$ cat src/rtl/mips_avalon_arbiter.sv
// Two-master / one-slave Avalon-MM arbiter: one owner at a time, grant held until the
// transfer completes, with an optional slave-stall timeout that aborts with SLAVEERROR.
module mips_avalon_arbiter #(
  parameter int          PRIORITY_MODE  = 0,
  parameter int unsigned TIMEOUT_CYCLES = 1000
) (
  input  logic        clk,
  input  logic        reset,
  input  logic [31:0] m0_address,
  input  logic [3:0]  m0_byteenable,
  input  logic        m0_read,
  input  logic        m0_write,
  input  logic [31:0] m0_writedata,
  output logic        m0_waitrequest,
  output logic [31:0] m0_readdata,
  output logic [1:0]  m0_response,
  input  logic [31:0] m1_address,
  input  logic [3:0]  m1_byteenable,
  input  logic        m1_read,
  input  logic        m1_write,
  input  logic [31:0] m1_writedata,
  output logic        m1_waitrequest,
  output logic [31:0] m1_readdata,
  output logic [1:0]  m1_response,
  output logic [31:0] s_address,
  output logic [3:0]  s_byteenable,
  output logic        s_read,
  output logic        s_write,
  output logic [31:0] s_writedata,
  input  logic        s_waitrequest,
  input  logic [31:0] s_readdata,
  input  logic [1:0]  s_response,
  output logic [1:0]  grant,
  output logic        timeout_err
);

  localparam int unsigned CW = (TIMEOUT_CYCLES < 2) ? 1 : $clog2(TIMEOUT_CYCLES + 1);

  typedef enum logic [1:0] {IDLE, GRANT0, GRANT1} state_t;

  state_t        state, state_nx;
  logic          last_grant, last_grant_nx;
  logic [CW-1:0] cnt, cnt_nx;
  logic          req0, req1, sel, req_sel, abort;
  logic          g_waitrequest;
  logic [31:0]   g_readdata;
  logic [1:0]    g_response;

  assign req0    = m0_read | m0_write;
  assign req1    = m1_read | m1_write;
  assign sel     = (state == GRANT1);
  assign req_sel = sel ? req1 : req0;
  assign grant   = {state == GRANT1, state == GRANT0};

  // Abort only while the owner still requests; a withdrawn request just drops the grant.
  assign abort = (state != IDLE) && req_sel && s_waitrequest && (TIMEOUT_CYCLES != 0) &&
                 (cnt == CW'(TIMEOUT_CYCLES - 1));

  always_ff @(posedge clk) begin
    if (reset) begin
      state       <= IDLE;
      last_grant  <= 1'b1;
      cnt         <= '0;
      timeout_err <= 1'b0;
    end else begin
      state       <= state_nx;
      last_grant  <= last_grant_nx;
      cnt         <= cnt_nx;
      timeout_err <= abort;
    end
  end

  always_comb begin
    state_nx      = state;
    last_grant_nx = last_grant;
    cnt_nx        = cnt;
    case (state)
      IDLE: begin
        cnt_nx = '0;
        if (req0 && (!req1 || PRIORITY_MODE != 0 || last_grant)) begin
          state_nx      = GRANT0;
          last_grant_nx = 1'b0;
        end else if (req1) begin
          state_nx      = GRANT1;
          last_grant_nx = 1'b1;
        end
      end
      GRANT0, GRANT1: begin
        if (!req_sel || !s_waitrequest || abort) state_nx = IDLE;
        else                                     cnt_nx   = cnt + 1'b1;
      end
      default: state_nx = IDLE;
    endcase
  end

  always_comb begin
    s_address      = '0;
    s_byteenable   = '0;
    s_writedata    = '0;
    s_read         = 1'b0;
    s_write        = 1'b0;
    m0_waitrequest = 1'b1;
    m0_readdata    = '0;
    m0_response    = 2'b00;
    m1_waitrequest = 1'b1;
    m1_readdata    = '0;
    m1_response    = 2'b00;
    g_waitrequest  = s_waitrequest;
    g_readdata     = s_readdata;
    g_response     = s_response;

    if (state != IDLE) begin
      s_address    = sel ? m1_address    : m0_address;
      s_byteenable = sel ? m1_byteenable : m0_byteenable;
      s_writedata  = sel ? m1_writedata  : m0_writedata;
      s_write      = sel ? m1_write      : m0_write;
      s_read       = sel ? (m1_read & ~m1_write) : (m0_read & ~m0_write);
      if (abort) begin
        s_read        = 1'b0;
        s_write       = 1'b0;
        g_waitrequest = 1'b0;
        g_readdata    = '0;
        g_response    = 2'b10;
      end
      if (sel) begin
        m1_waitrequest = g_waitrequest;
        m1_readdata    = g_readdata;
        m1_response    = g_response;
      end else begin
        m0_waitrequest = g_waitrequest;
        m0_readdata    = g_readdata;
        m0_response    = g_response;
      end
    end

    if (reset) begin
      s_read         = 1'b0;
      s_write        = 1'b0;
      m0_waitrequest = 1'b1;
      m1_waitrequest = 1'b1;
    end
  end

endmodule
$ cat config.mk
export PLATFORM = sky130hd
export DESIGN_NAME = mips_avalon_arbiter
export DESIGN_NICKNAME = d
export VERILOG_FILES = /design/src/rtl/mips_avalon_arbiter.sv
export SDC_FILE = /design/constraint.sdc
export NUM_CORES = 1
export LEC_CHECK = 0
export ABC_AREA = 0
export CAP_MARGIN = 20
export CORE_AREA = 10 10 115 117
export CTS_CLUSTER_SIZE = 28
export DETAILED_ROUTE_END_ITERATION = 6
export DIE_AREA = 0 0 125 127
export PLACE_DENSITY = 0.82
export SKIP_LAST_GASP = 1
export SYNTH_ARGS = -nofsm -noshare
export SYNTH_HDL_FRONTEND = slang
export SYNTH_SLANG_ARGS = --single-unit
$ cat constraint.sdc
create_clock -name clk -period 3.1 [get_ports clk]
set_input_delay 0.465 -clock clk [delete_from_list [all_inputs] [get_ports clk]]
set_output_delay 0.465 -clock clk [all_outputs]
set_load 0.02 [all_outputs]
### Yosys cells after proc, flatten, opt, wreduce, memory -nomap -nowiden

Cells that the tools add are included.

| word-level totals | value |
|---|---|
| register bits after elaboration | 14 |
| input port bits | 177 |
| output and inout port bits | 143 |
| logic and storage cells | 75 |

| cells by class | value |
|---|---|
| add/sub/neg operators | 1 |
| eq/ne operators | 6 |
| muxes and demuxes | 40 |
| bitwise gates (word level) | 6 |
| reduce and logical (&&, ||, !) cells | 18 |

Operators by type and width:

| kind | number |
|---|---|
| $mux W32 | 9 |
| $pmux W10 S2 | 1 |
| $mux W1 | 18 |
| $mux W2 | 8 |
| $add A10 B1 Y10 const B | 1 |
| $eq A10 B10 Y1 const B | 1 |
| $mux W10 | 1 |
| $mux W4 | 2 |
| $reduce_and A2 Y1 | 3 |
| $reduce_bool A2 Y1 | 3 |
| $logic_and A1 B1 Y1 | 4 |
| $ne A2 B2 Y1 const B | 2 |
| $pmux W2 S2 | 1 |
| $logic_not A1 Y1 | 3 |
| $logic_or A1 B1 Y1 | 3 |
| $ne A3 B3 Y1 const B | 1 |
| $and A1 B1 Y1 | 2 |
| $eq A2 B1 Y1 const B | 1 |
| $eq A2 B2 Y1 const B | 1 |
| $logic_not A2 Y1 | 1 |
| $not A1 Y1 | 2 |
| $or A1 B1 Y1 | 2 |
| $reduce_or A2 Y1 | 1 |

### Depth between registers and ports, before layout

Gate-level depths: netlist (run 1).

| logic depth | value |
|---|---|
| depth after elaboration | 9 |
| gate-level depth with buffers | 8 |
| depth with buffers taken out | 6 |

### Worst setup path before layout (run 1)

No wires, ideal clock.

| path | value |
|---|---|
| kind | reg2out |
| from | register state[0] |
| to | output port s_read |
| arrival time | 2.180 ns |
| required time | 2.635 ns |
| slack | 0.455 ns |
| cell stages (with the launch flop) | 7 |
| buffers on the path | 2 |
| path through | dfxtp_1 > inv_1 > ha_1 > clkbuf_1 > buf_1 > a31oi_1 > nor4_1 |

| on the way | value |
|---|---|
| longest elaborated chain between the ends | 8 |
| elaborated cells on any way between the ends | 10 |
| classes of those cells | eq/ne: 1; mux: 5; reduce/logical: 4 |

RTL lines:

| element | RTL line | source |
|---|---|---|
| start, declared | 41 | `state_t state, state_nx;` |
| start signal, assigned | 66 | `state <= state_nx;` |
| $eq A2 B2 Y1 (*) | 51 | `assign sel = (state == GRANT1);` |
| net sel | 44 | `logic req0, req1, sel, req_sel, abort;` |
| $mux W1 | 52 | `assign req_sel = sel ? req1 : req0;` |
| $logic_and A1 B1 Y1 (3 in a row) | 56 | `assign abort = (state != IDLE) && req_sel && s_waitrequest && (TIMEOUT_CYCLES != 0) &&` |
| $mux W1 (*) | 118 | `if (abort) begin` |
| $mux W1 (*) | 112 | `if (state != IDLE) begin` |
| $mux W1 (*) | 136 | `if (reset) begin` |
| end, declared | 27 | `output logic s_read,` |

Mark *: on every way through the listed nets, which the timed path passes. The rest lies on a longest branch.

### Worst setup path after layout (run 1)

| path | value |
|---|---|
| from | register state[0] |
| to | output port m0_readdata[15] |

| on the way | value |
|---|---|
| longest elaborated chain between the ends | 8 |
| elaborated cells on any way between the ends | 9 |
| classes of those cells | eq/ne: 1; mux: 4; reduce/logical: 4 |

RTL lines:

| element | RTL line | source |
|---|---|---|
| $eq A2 B2 Y1 | 51 |  |
| $mux W1 | 52 |  |
| $logic_and A1 B1 Y1 (3 in a row) | 56 |  |
| $mux W32 | 118 |  |
| $mux W32 | 125 | `if (sel) begin` |
| $mux W32 (*) | 112 |  |
| end, declared | 15 | `output logic [31:0] m0_readdata,` |

Every way passes the cells marked *; elsewhere a longest branch is shown, timed or not.

==> impl_metrics.toml, run 1 <==
[pwr]
swShare = 0.455
vdd_drop_max_v = 0.000184
pwr-share-clk = 0.122
p_int_mw = 1.24
p_per_area_mw_per_mm2 = 388
p_sw_mw = 1.04
total_power_mw = 2.28
p_leak_nw = 2.39
p_comb_frac = 0.790
p_seq_frac = 0.088

[route]
ant_nets = 0
wl_um = 15600
post-route-drc-count = 0
drtPass1Iterations = 6
routedWlPerCell_um = 19.4
routed_via_density = 4.69
drt_iter0_markers = 121
via_count = 3774

[hold_path]
worstHoldStart = "cnt[8]"
hp-class = "reg2reg"

[setup_path]
cp-start-kind = "flip-flop"
arrival_ps = 2550
r2r_start = "state[0]"
crit_path_end_kind = "output pin"
path_class = "reg2out"
critPathLaunch = "state[0]"
crit_fanout = 33
crit_required_ps = 2630

[timing]
max_freq_ghz = 0.331
setup_violations = 0
worst_pin_slew_ps = 572
hold_viol_final = 0
skew_ps = 2.26
relSlewSlack = 0.619
tns_ps = 0
rsz0062_at_grt = "no"
period_needed_ps = 3020
hold_slack_ps = 539
period_share = 0.974
maxSlewViolCount = 0

[global_routing]
overflow = 0
grt_pass1_vias = 4008
grtUsageTotal = 0.179
grt_start_max_net_pins = 60
grt_pass1_wl_um = 23200
antenna_found_initial = 0

[layout]
nNetsFinal = 843
area_growth_pct = 139
drive_gt1_frac = 0.0651
antenna_cells = 0

[status]
status = "finished clean"

[die]
die_area_mm2 = 0.0159
core_mm2 = 0.0111
row_count = 39
die_w_um = 125
io_pins = 320
dieHeight_um = 127
start_util = 0.221

[clock_network]
cts_tree = "done"
clkSinkCount = 14
cts_buffers = 3
cts_hold_buf = 0
clock_path_buffers = 2
clk_pin_slew_ps = 50
htreeDepth = 1
root_buffer = "clkbuf_16"
clk_latency_ps = 250

[synthesis]
synthFlopType = "dfxtp_1"
synth_seq_cells = 14
yosysTopAreaCellShare = 0.285
ys_top_cells_by_count = "nor2_1, mux2i_1, and2_1"
syn_area_per_cell_um2 = 7.03
synthTopCellsByArea = "mux2i_1, and2_1, nor2_1, dfxtp_1, ha_1"
synth.most_common_cell = "nor2_1"
synth_cell_type_count = 43
yosys_warnings = 0
synth_top_area_cell = "mux2i_1"
synth_fp_nets = 531
syn_area_mm2 = 0.00246
syn_inst = 350
synth_edf_count = 0
synth-async-reset-ratio = 0
ys_seq_area_frac = 0.114

[placement]
hpwlAfterDp_um = 13900
port_buffers = 319
gp_congestion = 0.942

[flow_run]
cap_violations = 0
==> path summary, 6_finish.rpt <==
kind | end | depth (start not counted) | slack [ps]
worst max register to register | state[1] | 6 | 940
worst max-delay path | m0_readdata[15] | 8 | 80
worst min-delay path | cnt[8] | 1 | 540
worst min register to register | cnt[8] | 1 | 540
==> power by group through the flow <==
stage / logic [mW] / registers (mW) / clock network [mW]
2_1_floorplan: 0.921 / 0.201 / 0
3_3_place_gp: 1.85 / 0.202 / 0
3_5_place_dp: 1.88 / 0.203 / 0
4_1_cts: 1.81 / 0.199 / 0.281
5_1_grt: 1.91 / 0.201 / 0.293
6_report: 1.80 / 0.200 / 0.279
==> registers in the layout, summed over array words and instances (netlist names) <==
signal and flops:
last_grant 1, timeout_err 1, state 2, cnt 10
==> per-layer routing <==
layer	up-vias	part of all wire	GRT usage	wire length [um]
li1	1839	-	-	-
met1	1658	0.34	0.174	5370
met2	257	0.52	0.338	8110
met3	20	0.11	0.0765	1720
met4	0	0.024	0.0522	379
met5	-	0	0	0
==> cells in the final DEF, fill, tap and decap left out, drive strengths merged, types with 4 or more instances in the layout <==
| cell type | instances |
|---|---|
| clkdlybuf4s50 | 247 |
| clkdlybuf4s15 | 21 |
| mux2i | 70 |
| inv | 6 |
| o211ai | 5 |
| a21oi | 8 |
| nor4 | 5 |
| buf | 23 |
| nor2 | 78 |
| and2 | 68 |
| ha | 4 |
| o21ai | 4 |
| nand2 | 9 |
| dlygate4sd2 | 36 |
| and3 | 5 |
| clkbuf | 11 |
| dfxtp | 14 |
| nand3 | 6 |
==> layout make-up <==
cell class	instances	area [um^2]
clock buffers	4	88.8
fillers	980	5250
inverters	6	22.5
multi-input cells	301	2050
flip-flops and latches	14	280
well taps	143	179
repair buffers	336	3260
==> worst max-delay path: stages (launching register included) <==
cell,delay [ps]
dfxtp_1,330
inv_1,160
ha_4,190
or3b_1,440
and3_2,280
a211oi_4,240
buf_12,190
and2_1,130
dlygate4sd2_1,340
==> per-stage QoR <==
stage | cells | area [um^2] | setup WS, ps | utilization
after floorplan | 350 | 2460 | 455 | -
after global routing | 804 | 5880 | 7.00 | 0.528
after global placement | 798 | 5840 | -163 | 0.525
after detailed placement | 798 | 5840 | -252 | 0.525
final | 804 | 5880 | 81.3 | 0.528
after CTS | 804 | 5870 | -132 | 0.528
==> cells by family (layout without fill, tap and decap cells) <==
group / count (synthesis) / count (layout) / synth area share
simple gates: 190 / 190 / 0.406
buf+inv: 35 / 346 / 0.0605
mux: 70 / 70 / 0.285
flops: 14 / 14 / 0.114
fa+ha+maj: 4 / 4 / 0.0203
compound gates: 37 / 37 / 0.115
==> what timing repair did <==
action	in CTS	in global routing
endpoints found under the setup margin	66	34
buffers inserted	2	0
pin swaps	1	1
resized for setup	65	38
Note: power is estimated with default switching activity, not from simulation.
==> run 2, diff against run 1 <==
--- a/config.mk
+++ b/config.mk
@@ -6,7 +6,6 @@
 export NUM_CORES = 1
 export LEC_CHECK = 0
 export ABC_AREA = 0
-export CAP_MARGIN = 20
 export CORE_AREA = 10 10 115 117
 export CTS_CLUSTER_SIZE = 28
 export DETAILED_ROUTE_END_ITERATION = 6
==> results of run 2 <==
Same layout as run 1: the final DEF is identical, and so are final timing and power.
==> run 3, diff against run 2 <==
--- a/config.mk
+++ b/config.mk
@@ -10,7 +10,7 @@
 export CTS_CLUSTER_SIZE = 28
 export DETAILED_ROUTE_END_ITERATION = 6
 export DIE_AREA = 0 0 125 127
-export PLACE_DENSITY = 0.82
+export PLACE_DENSITY = 0.79
 export SKIP_LAST_GASP = 1
 export SYNTH_ARGS = -nofsm -noshare
 export SYNTH_HDL_FRONTEND = slang
==> run 3 against run 2 <==
  * Fmax up 0.44%
  * Clock skew about the same
  * Critical path depth unchanged
  * Core utilization down 0.31 points
  * Combinational power about the same
  * Register-to-register slack worse by 40 ps
  * Critical endpoint is now m0_readdata[13]
  * Global-route usage up 0.49 points
  * Largest cell class unchanged
  * Flip-flop and latch count unchanged
==> impl_metrics.toml, run 3 (synthesis results as in run 1) <==
[status]
status = "finished clean"

[layout]
drive_gt1_frac = 0.0668
area_growth_pct = 137
layout_common_cells = "clkdlybuf4s50_1, nor2_1, mux2i_1"
antenna_cells = 0
largest_reg_flops = 10
nNetsFinal = 841
mostFrequentLayoutCell = "clkdlybuf4s50_1"
top_regs = "cnt x10, state x2"
post-route-util = 0.525
finalInstanceArea_mm2 = 0.00584
regMostFlops = "cnt"

[setup_path]
r2r_start = "state[0]"
crit_required_ps = 2630
r2r_end = "state[0]"
crit_fanout = 33
critPathLaunch = "state[0]"
crit_end = "m0_readdata[13]"
crit_path_end_kind = "output pin"
cp-start-kind = "flip-flop"
path_class = "reg2out"
arrival_ps = 2540
reg2reg_depth = 7
worst-r2r-setup-slack_ps = 900

[global_routing]
grt_use_met2 = 0.366
use_met3 = 0.0653
grt_start_max_net_pins = 69
top_usage_layer = "met2"
grtUsageTotal = 0.184
grt_use_met1 = 0.178
grt_pass1_wl_um = 23600
overflow = 0
grt_pass1_vias = 3857
antenna_found_initial = 0

[route]
routed_via_density = 4.66
wl_um = 16300
drt_iter0_markers = 167
routedWlPerCell_um = 20.3
via_count = 3737
post-route-drc-count = 0
drtPass1Iterations = 4
ant_nets = 0

[timing]
relSlewSlack = 0.687
max_freq_ghz = 0.333
setup_violations = 0
maxSlewViolCount = 0
worst_pin_slew_ps = 470
rsz0062_at_grt = "no"
hold_slack_ps = 539
period_share = 0.970
hold_viol_final = 0
worst_slack_ps = 94.4
skew_ps = 2.48
period_needed_ps = 3010

[placement]
hpwlAfterDp_um = 14300
gp_congestion = 0.886
port_buffers = 319
placed_cell_area_mm2 = 0.00587
pre_cts_ws_ps = -214

[die]
start_util = 0.221
io_pins = 320
row_count = 39
core_mm2 = 0.0111
die_area_mm2 = 0.0159
die_w_um = 125
dieHeight_um = 127

[clock_network]
clk_latency_ps = 250
root_buffer = "clkbuf_16"
cts_tree = "done"
clock_path_buffers = 2
htreeDepth = 1
cts_hold_buf = 0
cts_buffers = 3
clk_pin_slew_ps = 50
clkSinkCount = 14

[pwr]
total_power_mw = 2.29
p_leak_nw = 2.42
vdd_drop_max_v = 0.000205
p_per_area_mw_per_mm2 = 391

[flow_run]
cap_violations = 0

[hold_path]
hp-class = "reg2reg"
run 3: cell count changes in the layout (fill, tap and decap cells not counted), sizes merged:
cell / change
buf: -6
clkbuf: +7
clkdlybuf4s15: -12
dlymetal6s2s: +1
dlygate4sd2: +8
run 3: through the flow:
| stage | cells | TNS [ps] |
|---|---|---|
| after floorplan | 350 | 0 |
| after global placement | 798 | -7230 |
| after detailed placement | 798 | -10070 |
| after CTS | 802 | 0 |
| after global routing | 802 | 0 |
| final | 802 | 0 |
run 3: worst min path at each step:
stage           start  cells past startpoint      to
2_1_floorplan  cnt[8]                      1  cnt[8]
3_3_place_gp   cnt[8]                      1  cnt[8]
3_5_place_dp   cnt[8]                      1  cnt[8]
4_1_cts        cnt[3]                      2  cnt[3]
5_1_grt        cnt[1]                      2  cnt[1]
6_report       cnt[3]                      2  cnt[3]
run 3: worst max-delay path, cell delays in order (launching register included):
cell           delay, ps
dfxtp_1              330
inv_1                160
ha_4                 190
or3b_1               420
and3_2               280
a211oi_4             250
buf_12               190
and2_1               130
dlygate4sd2_1        330
run 3: final cells by class:
cell class | count | area [um^2]
clock buffers | 4 | 88.8
repair buffers | 334 | 3220
flip-flops and latches | 14 | 280
inverters | 6 | 22.5
multi-input cells | 301 | 2050
fillers | 1067 | 5280
well taps | 143 | 179
run 3: per-layer routing:
metal,share of wire,wire length (um)
met1,0.34,5510
met2,0.56,9070
met3,0.088,1440
met4,0.018,287
met5,0,0
run 3: power by group:
part	switching (mW)	internal (mW)	total, mW	leakage [nW]
sequential	0.0104	0.190	0.201	0.114
combinational	0.959	0.847	1.81	2.26
clock	0.0827	0.196	0.279	0.0442
run 3: timing repair:
item,in CTS,in global routing
cloned,0,0
hold endpoints to repair,0,0
resized for setup,67,42
setup endpoints to repair,67,37
buffers inserted,0,0
